==> src/rtl/ram_bist_pkg.sv <==
// ram_bist_pkg: shared types and the March C- element table for ram_bist_ctrl.
package ram_bist_pkg;
  localparam int ERR_CNT_W = 8;
  typedef enum logic [3:0] {IDLE, M0, M1, M2, M3, M4, M5, FLUSH, DONE} state_e;
  typedef struct packed {
    logic down;
    logic rd_bg;
    logic wr_bg;
    logic has_rd;
    logic has_wr;
  } march_t;
  // M0..M5 in order, fields {down, rd_bg, wr_bg, has_rd, has_wr}
  localparam march_t [0:5] MARCH = {5'b00001, 5'b00111, 5'b01011, 5'b10111, 5'b11011, 5'b10010};
  function automatic march_t march_desc(state_e s);
    return (s >= M0 && s <= M5) ? MARCH[3'(s - M0)] : '0;
  endfunction
endpackage

==> src/rtl/ram_bist_addr_gen.sv <==
// ram_bist_addr_gen: up/down address counter; a load picks the end (0 or DEPTH-1)
// and latches the direction used by later steps and the terminal flag.
module ram_bist_addr_gen #(
  parameter int ADDR_W = 5
) (
  input  logic              clk,
  input  logic              rst,
  input  logic              load,
  input  logic              down,
  input  logic              step,
  output logic [ADDR_W-1:0] addr_nxt,
  output logic              last
);
  logic [ADDR_W-1:0] addr_q, addr_d;
  logic dir_q, dir_d;
  always_comb begin
    dir_d  = load ? down : dir_q;
    addr_d = load ? (down ? '1 : '0)
           : step ? (dir_q ? addr_q - ADDR_W'(1) : addr_q + ADDR_W'(1))
           : addr_q;
  end
  always_ff @(posedge clk or negedge rst) begin
    if (!rst) begin
      addr_q <= '0;
      dir_q  <= 1'b0;
    end else begin
      addr_q <= addr_d;
      dir_q  <= dir_d;
    end
  end
  assign addr_nxt = addr_d;
  assign last     = dir_q ? (addr_q == '0) : (&addr_q);
endmodule

==> src/rtl/ram_bist_ctrl.sv <==
// ram_bist_ctrl: March C- BIST initiator for a single-port RAM with 1-cycle read latency.
// Define RAM_BIST_STOP_ON_FAIL_EN to abort the run at the first mismatch.
module ram_bist_ctrl
  import ram_bist_pkg::*;
#(
  parameter int ADDR_W = 5,
  parameter int DATA_W = 8
) (
  input  logic                 clk,
  input  logic                 rst,
  input  logic                 start,
  output logic                 busy,
  output logic                 done,
  output logic                 pass,
  output logic [ERR_CNT_W-1:0] err_cnt,
  output logic [ADDR_W-1:0]    fail_addr,
  output logic [DATA_W-1:0]    fail_data,
  output logic                 write_en,
  output logic                 read_en,
  output logic [ADDR_W-1:0]    addr,
  output logic [DATA_W-1:0]    data_in,
  input  logic [DATA_W-1:0]    data_out
);
  state_e state_q, state_d;
  march_t nxt;
  logic wb_q, wb_d, ph_d, exp_q, exp_d, cmp_v_q, cmp_v_d, cmp_exp_q, cmp_exp_d;
  logic busy_q, busy_d, done_q, done_d, pass_q, pass_d, wr_q, wr_d, rd_q, rd_d;
  logic [ERR_CNT_W-1:0] err_q, err_d;
  logic [ADDR_W-1:0] fail_addr_q, fail_addr_d, addr_q, addr_d, cmp_addr_q, cmp_addr_d, ag_nxt;
  logic [DATA_W-1:0] fail_data_q, fail_data_d, din_q, din_d;
  logic ag_load, ag_step, ag_last, clr, mis, first, stop;

  ram_bist_addr_gen #(.ADDR_W(ADDR_W)) u_addr_gen (
    .clk      (clk),
    .rst      (rst),
    .load     (ag_load),
    .down     (nxt.down),
    .step     (ag_step),
    .addr_nxt (ag_nxt),
    .last     (ag_last)
  );

  assign mis   = cmp_v_q && (data_out != {DATA_W{cmp_exp_q}});
  assign first = mis && (err_q == '0);
  assign clr   = (state_q == IDLE) && start;
`ifdef RAM_BIST_STOP_ON_FAIL_EN
  assign stop = mis;
`else
  assign stop = 1'b0;
`endif

  // wb_q marks that the read just issued is followed by a write to the same address
  always_comb begin
    state_d = state_q;
    ph_d    = 1'b0;
    ag_load = 1'b0;
    ag_step = 1'b0;
    if (state_q == IDLE) begin
      state_d = start ? M0 : IDLE;
      ag_load = start;
    end else if (stop || state_q == FLUSH) begin
      state_d = DONE;
    end else if (state_q == DONE) begin
      state_d = IDLE;
    end else if (wb_q) begin
      ph_d = 1'b1;
    end else if (ag_last) begin
      state_d = state_e'(state_q + 4'd1);
      ag_load = 1'b1;
    end else begin
      ag_step = 1'b1;
    end
  end

  // Outputs are registered: decode the operation of the upcoming cycle
  always_comb begin
    nxt         = march_desc(state_d);
    rd_d        = nxt.has_rd && !ph_d;
    wr_d        = nxt.has_wr && (ph_d || !nxt.has_rd);
    wb_d        = rd_d && nxt.has_wr;
    exp_d       = nxt.rd_bg;
    addr_d      = (rd_d || wr_d) ? ag_nxt : '0;
    din_d       = wr_d ? {DATA_W{nxt.wr_bg}} : '0;
    busy_d      = (state_d != IDLE) && (state_d != DONE);
    done_d      = state_d == DONE;
    cmp_v_d     = rd_q && (state_d != DONE);
    cmp_exp_d   = exp_q;
    cmp_addr_d  = addr_q;
    err_d       = clr ? '0 : (mis && err_q != '1) ? err_q + ERR_CNT_W'(1) : err_q;
    fail_addr_d = clr ? '0 : first ? cmp_addr_q : fail_addr_q;
    fail_data_d = clr ? '0 : first ? data_out : fail_data_q;
    pass_d      = clr ? 1'b0 : done_d ? (err_d == '0) : pass_q;
  end

  always_ff @(posedge clk or negedge rst) begin
    if (!rst) begin
      state_q     <= IDLE;
      wb_q        <= 1'b0;
      exp_q       <= 1'b0;
      cmp_v_q     <= 1'b0;
      cmp_exp_q   <= 1'b0;
      cmp_addr_q  <= '0;
      busy_q      <= 1'b0;
      done_q      <= 1'b0;
      pass_q      <= 1'b0;
      err_q       <= '0;
      fail_addr_q <= '0;
      fail_data_q <= '0;
      wr_q        <= 1'b0;
      rd_q        <= 1'b0;
      addr_q      <= '0;
      din_q       <= '0;
    end else begin
      state_q     <= state_d;
      wb_q        <= wb_d;
      exp_q       <= exp_d;
      cmp_v_q     <= cmp_v_d;
      cmp_exp_q   <= cmp_exp_d;
      cmp_addr_q  <= cmp_addr_d;
      busy_q      <= busy_d;
      done_q      <= done_d;
      pass_q      <= pass_d;
      err_q       <= err_d;
      fail_addr_q <= fail_addr_d;
      fail_data_q <= fail_data_d;
      wr_q        <= wr_d;
      rd_q        <= rd_d;
      addr_q      <= addr_d;
      din_q       <= din_d;
    end
  end

  assign busy      = busy_q;
  assign done      = done_q;
  assign pass      = pass_q;
  assign err_cnt   = err_q;
  assign fail_addr = fail_addr_q;
  assign fail_data = fail_data_q;
  assign write_en  = wr_q;
  assign read_en   = rd_q;
  assign addr      = addr_q;
  assign data_in   = din_q;
endmodule

==> config.mk <==
export PLATFORM = sky130hd
export DESIGN_NAME = ram_bist_ctrl
export DESIGN_NICKNAME = d
export VERILOG_FILES = /design/src/rtl/ram_bist_pkg.sv /design/src/rtl/ram_bist_addr_gen.sv /design/src/rtl/ram_bist_ctrl.sv
export SDC_FILE = /design/constraint.sdc
export NUM_CORES = 1
export LEC_CHECK = 0
export ABC_AREA = 0
export BUFFER_PORTS_ARGS = -buffer_cell sky130_fd_sc_hd__buf_2
export CAP_MARGIN = 20
export CORE_ASPECT_RATIO = 1.5
export CORE_UTILIZATION = 40
export DETAILED_ROUTE_END_ITERATION = 6
export GPL_ROUTABILITY_DRIVEN = 1
export GPL_TIMING_DRIVEN = 0
export PLACE_DENSITY_LB_ADDON = 0.25
export SYNTH_ARGS = -nofsm -noshare
export SYNTH_HDL_FRONTEND = slang
export SYNTH_SLANG_ARGS = --single-unit
==> constraint.sdc <==
create_clock -name clk -period 3.8 [get_ports clk]
set_input_delay 1.14 -clock clk [delete_from_list [all_inputs] [get_ports clk]]
set_output_delay 1.14 -clock clk [all_outputs]
set_load 0.02 [all_outputs]
* After elaboration in Yosys (flattened, before gate mapping)
Memory sizes are Yosys's and may differ from the RTL's.
Index checks and enable logic that the tools add are counted.
** Word-level totals
- Bits in latches :: 0
- Memories kept :: 1
- Bits in registers :: 58
- Memory bits (read-only) :: 40
- Output and inout bits :: 39
- Input port bits :: 11
- Bits in writable memories :: 0
** Memory list
- (no name shown) :: words 8, width 5, rd ports 1, clocked after memory_dff 0, wr ports 0, line ram_bist_pkg.sv:15 : return (s >= M0 && s <= M5) ? MARCH[3'(s - M0)] : '0;
** Operators by class
- $add $sub $neg :: 5
- Multiply operators :: 0
- Reduce and logical (&&, ||, !) cells :: 22
- Shift-type cells :: 0
- Multiplexer cells :: 38
- Eq/ne operators :: 6
- Divide/modulo/power cells :: 0
- Order comparisons :: 3
- Bitwise gates (word level) :: 1
** Operators by type and width (number)
- two-way mux 5 bit :: 10
- two-way mux 8 bit :: 5
- two-way mux 4 bit :: 5
- two-way mux 1 bit :: 18
- logical NOT 8 bit :: 2
- logical AND 1 bit :: 10
- adder 8 x 1 -> 8 bit, second input constant :: 1
- equality test 4 bit, second input constant :: 2
- != test 8 bit :: 1
- != test 8 bit, second input constant :: 1
- adder 5 x 1 -> 5 bit, second input constant :: 1
- logical NOT 5 bit :: 1
- AND reduction 5 bit :: 1
- subtractor 5 x 1 -> 5 bit, second input constant :: 1
- adder 4 x 1 -> 4 bit, second input constant :: 1
- equality test 4 x 3 -> 1 bit, second input constant :: 1
- greater-or-equal comparator 4 x 1 -> 1 bit, second input constant :: 1
- greater-or-equal comparator 4 bit, second input constant :: 1
- less-or-equal comparator 4 x 3 -> 1 bit, second input constant :: 1
- logical NOT 4 bit :: 1
- != test 4 bit, second input constant :: 1
- NOT 3 -> 4 bit :: 1
- nonzero test 2 bit :: 2
- nonzero test 4 bit :: 1
- other kinds (3) :: 5

* Depth between registers and ports, before layout
- Word-level depth :: 18
- Gate-level depth with buffers :: 10
- Depth with buffers taken out :: 9

* By module
From an unflattened synthesis, not the netlist that was laid out.
** Unflattened totals
- Cell total of the unflattened synthesis :: 253
- Area, all modules :: 2657.5 µm²
** Modules (own cells, without submodules)
- ram_bist_ctrl :: times used 1, seq. area each 1126.1 µm², area an instance 2200.9 µm², cells an instance 204
- ram_bist_addr_gen :: times used 1, seq. area each 150.1 µm², area an instance 456.7 µm², cells an instance 49

* Least setup slack after synthesis
Ideal clock, no wire load.
- Path type :: input to register
- Start point :: in data_out[7]
- End point :: reg pass_q, in the netlist pass
- Arrival time :: 2.788 ns
- Cell stages on the path :: 7
- Data required time :: 3.722 ns
- Library setup time :: 0.078 ns
- Slack :: 0.934 ns
- Cell sequence :: nand4_1 > o31ai_1 > nor4_1 > xnor2_1 > a2111oi_0 > nand4bb_1 > a21oi_1
** On the way
- Cells in the longest elaborated chain, start to end :: 8
** RTL lines
- from (decl) :: line ram_bist_ctrl.sv:22 : input logic [DATA_W-1:0] data_out
- != test 8 bit :: line ram_bist_ctrl.sv:43 : assign mis = cmp_v_q && (data_out != {DATA_W{cmp_exp_q}});
- logical AND 1 bit :: line ram_bist_ctrl.sv:43
- logical AND 1 bit :: line ram_bist_ctrl.sv:89 : err_d = clr ? '0 : (mis && err_q != '1) ? err_q + ERR_CNT_W'(1) : err_q;
- two-way mux 8 bit (2 in series) :: line ram_bist_ctrl.sv:89
- logical NOT 8 bit :: line ram_bist_ctrl.sv:92 : pass_d = clr ? 1'b0 : done_d ? (err_d == '0) : pass_q;
- two-way mux 1 bit (2 in series) :: line ram_bist_ctrl.sv:92
- to (signal assigned) :: line ram_bist_ctrl.sv:122 : pass_q <= pass_d;
- to (decl) :: line ram_bist_ctrl.sv:27 : logic busy_q, busy_d, done_q, done_d, pass_q, pass_d, wr_q, wr_d, rd_q, rd_d;
Every way passes these cells. The select of a mux whose other input is x is not followed.
A chain may end at the register's enable or synchronous reset.

* Final worst setup path
Ends and elaborated chain as after synthesis.

==> flow_summary.json <==
{
  "status": "completed",
  "synthMuxAreaShare": 0.0675,
  "hpwl_um": 4120,
  "cts_tree": "yes",
  "irDropWorstVdd_v": 0.000156,
  "worst_pin_slew_ns": 0.896,
  "cts_root_buf": "clkbuf_8",
  "mostFrequentLayoutCells": "buf_2 (51), dfrtp_1 (51), nor2_1 (34)",
  "whs_ns": 0.355,
  "coreArea_um2": 6440,
  "ctsLongestPathBuffers": 2,
  "async_reset_ff_frac": 1.00,
  "max-slew-margin-rel": 0.398,
  "setup_violations": 0,
  "routedWlPerCell_um": 14.1,
  "crit_path_end_kind": "flop",
  "port_buffers": 49,
  "syn_inst": 250,
  "nets": 326,
  "synth_top_area_cell": "dfrtp_1",
  "r2r-start": "u_addr_gen.addr_q[1]",
  "max_freq_mhz": 322,
  "synth_xor_area_frac": 0.0364,
  "cts_made_buffers": 5,
  "vias": 2011,
  "period_minus_slack_ns": 3.11,
  "yosys_warnings": 0,
  "postCtsHoldBufs": 0,
  "synthAdderAreaFrac": 0.0406,
  "layout-drive-gt1-share": 0.295,
  "vias_per_cell": 5.24,
  "synth-simple-area-share": 0.216,
  "track_usage": 0.171,
  "slew_viol_final": 0,
  "syn_area_per_cell_um2": 10.6,
  "power_density_nw_per_um2": 315,
  "ys_seq_elements": 51,
  "worstReg2RegEnd": "addr[1]",
  "antenna_found_initial": 0,
  "cts_max_level": 2,
  "ys_seq_area_frac": 0.482,
  "cp-startpoint": "data_out[7]",
  "min_path_type": "flop to flop",
  "synth_area_leaders": "dfrtp_1 (48%), mux2i_1 (5.3%), nor2_1 (4.8%), ha_1 (3.3%), xnor2_1 (3.0%)",
  "syn-cell-area_um2": 2650,
  "area_delta_synth_final_pct": 17.3,
  "r2r_cells": 7,
  "synth_edf_count": 0,
  "gp_congestion": 0.779,
  "rsz0062_at_grt": "false",
  "cts_sinks": 51,
  "drt_first_iter_violations": 90,
  "die_w_um": 68.4,
  "finalHoldViolCount": 0,
  "n_antenna_cell": 0,
  "cp.arrival_ns": 3.34,
  "clock_latency_ns": 0.31,
  "die_h_um": 102,
  "worstPathMaxFanout": 7,
  "critical_path_required_ns": 4.04,
  "ant_nets": 0,
  "overflow": 0,
  "synthFlopType": "dfrtp_1",
  "fin_skew_ns": 0.00706,
  "start_util": 0.411,
  "grt_pass1_wl_um": 8690,
  "post_cts_resized": 0,
  "grt_max_degree": 43,
  "p_leak_nw": 1.61,
  "synth_cell_type_count": 57,
  "endpoint": "pass",
  "synth_compound_area_frac": 0.111,
  "synth_top_family_by_area": "simple AND/OR/NAND/NOR gates",
  "post-cts-setup-buffers": 0,
  "drt-total-wl_um": 5420,
  "reg2reg_slack_ns": 1.15,
  "total_power_mw": 0.978,
  "yosysTopAreaCellShare": 0.482,
  "io_pins": 50,
  "setup_tns_ns": 0,
  "min-delay-start": "cmp_exp_d",
  "crit_type": "primary input to flop",
  "rows": 36,
  "post-route-period-util": 0.818,
  "grt_pass1_vias": 1930,
  "cts.clk_slew.worst_paths_ns": 0.09,
  "firstDrtPassIters": 4,
  "start_kind": "primary input",
  "max-cap-violations": 0,
  "dieArea_um2": 6960,
  "drc_errors": 0,
  "syn_nets": 269
}
==> synthesized netlist by cell type, drive strengths merged, types with 2 or more instances <==
cell type,number
nand2,11
mux2i,16
ha,7
and2,3
a21oi,9
nor2,34
nor4,5
a21o,2
buf,9
nand4,2
dfrtp,51
or4b,2
a311oi,3
o21ai,11
nor3,9
and3,8
nand4b,2
and2b,4
xor2,2
nand3,9
a211o,2
inv,11
xnor2,9
nor2b,4
or3,2
clkbuf,4
==> per-stage QoR <==
stage | cell area [um2] | setup WS [ns] | utilization | instances
floorplan | 2650 | 0.934 | - | 250
global placement | 2990 | 0.296 | 0.464 | 375
detailed placement | 3010 | 0.328 | 0.467 | 376
CTS | 3110 | 0.670 | 0.483 | 384
global route | 3110 | 0.548 | 0.483 | 384
finish | 3110 | 0.691 | 0.483 | 384
==> state kept, by name, summed over array words and instances (netlist names) <==
register,flops
write_en,1
data_in,1
cmp_addr_q,5
fail_addr,5
read_en,1
u_addr_gen.addr_q,5
done,1
cmp_v_q,1
wb_q,1
cmp_exp_q,1
err_cnt,8
u_addr_gen.dir_q,1
cmp_exp_d,1
pass,1
fail_data,8
addr,5
state_q,4
busy,1
==> logic make-up (layout without fill, tap and decap cells) <==
family / count (synthesis) / after routing
muxes: 17 / 17
adders and majority gates: 8 / 8
AOI/OAI and AO/OA: 36 / 36
buffers and inverters: 24 / 82
DFF: 51 / 51
xor gates and xnor gates: 11 / 11
and+or+nand+nor: 103 / 103
==> final cells by class <==
cell class | instances | area (um2)
Tap cell | 76 | 95.1
Timing Repair Buffer | 50 | 265
Fill cell | 617 | 3330
Sequential cell | 51 | 1280
Clock inverter | 2 | 16.3
Inverter | 11 | 43.8
Clock buffer | 6 | 82.6
Buffer | 13 | 77.6
Multi-Input combinational cell | 175 | 1250
==> critical path, cell delays in order <==
cell,delay [ns]
buf_2,0.11
nand4_1,0.13
o31ai_1,0.78
nor4_1,0.19
xnor2_1,0.18
a2111oi_0,0.51
nand4bb_1,0.15
a21oi_1,0.16
==> layer usage <==
layer	vias up	wire (um)	global-route usage	part of all wire
met4	0	153	0.0978	0.028
met5	-	0	0	0
met1	979	2170	0.176	0.40
met2	39	2930	0.311	0.54
li1	984	-	-	-
met3	9	163	0.0293	0.030
==> how the worst min path moves through the flow <==
stage,end,slack (ns),depth (start not counted)
6_report,cmp_exp_q,0.36,0
5_1_grt,cmp_exp_q,0.37,0
4_1_cts,cmp_exp_q,0.36,0
3_5_place_dp,cmp_exp_q,0.34,0
3_3_place_gp,cmp_exp_q,0.33,0
2_1_floorplan,cmp_exp_q,0.33,0
==> power breakdown <==
group | leakage (nW) | internal, mW | switching (mW)
Combinational | 0.902 | 0.0329 | 0.0509
Clock | 0.0474 | 0.149 | 0.188
Sequential | 0.656 | 0.549 | 0.00800
Total | 1.61 | 0.731 | 0.247
(Power assumes the default switching activity.)
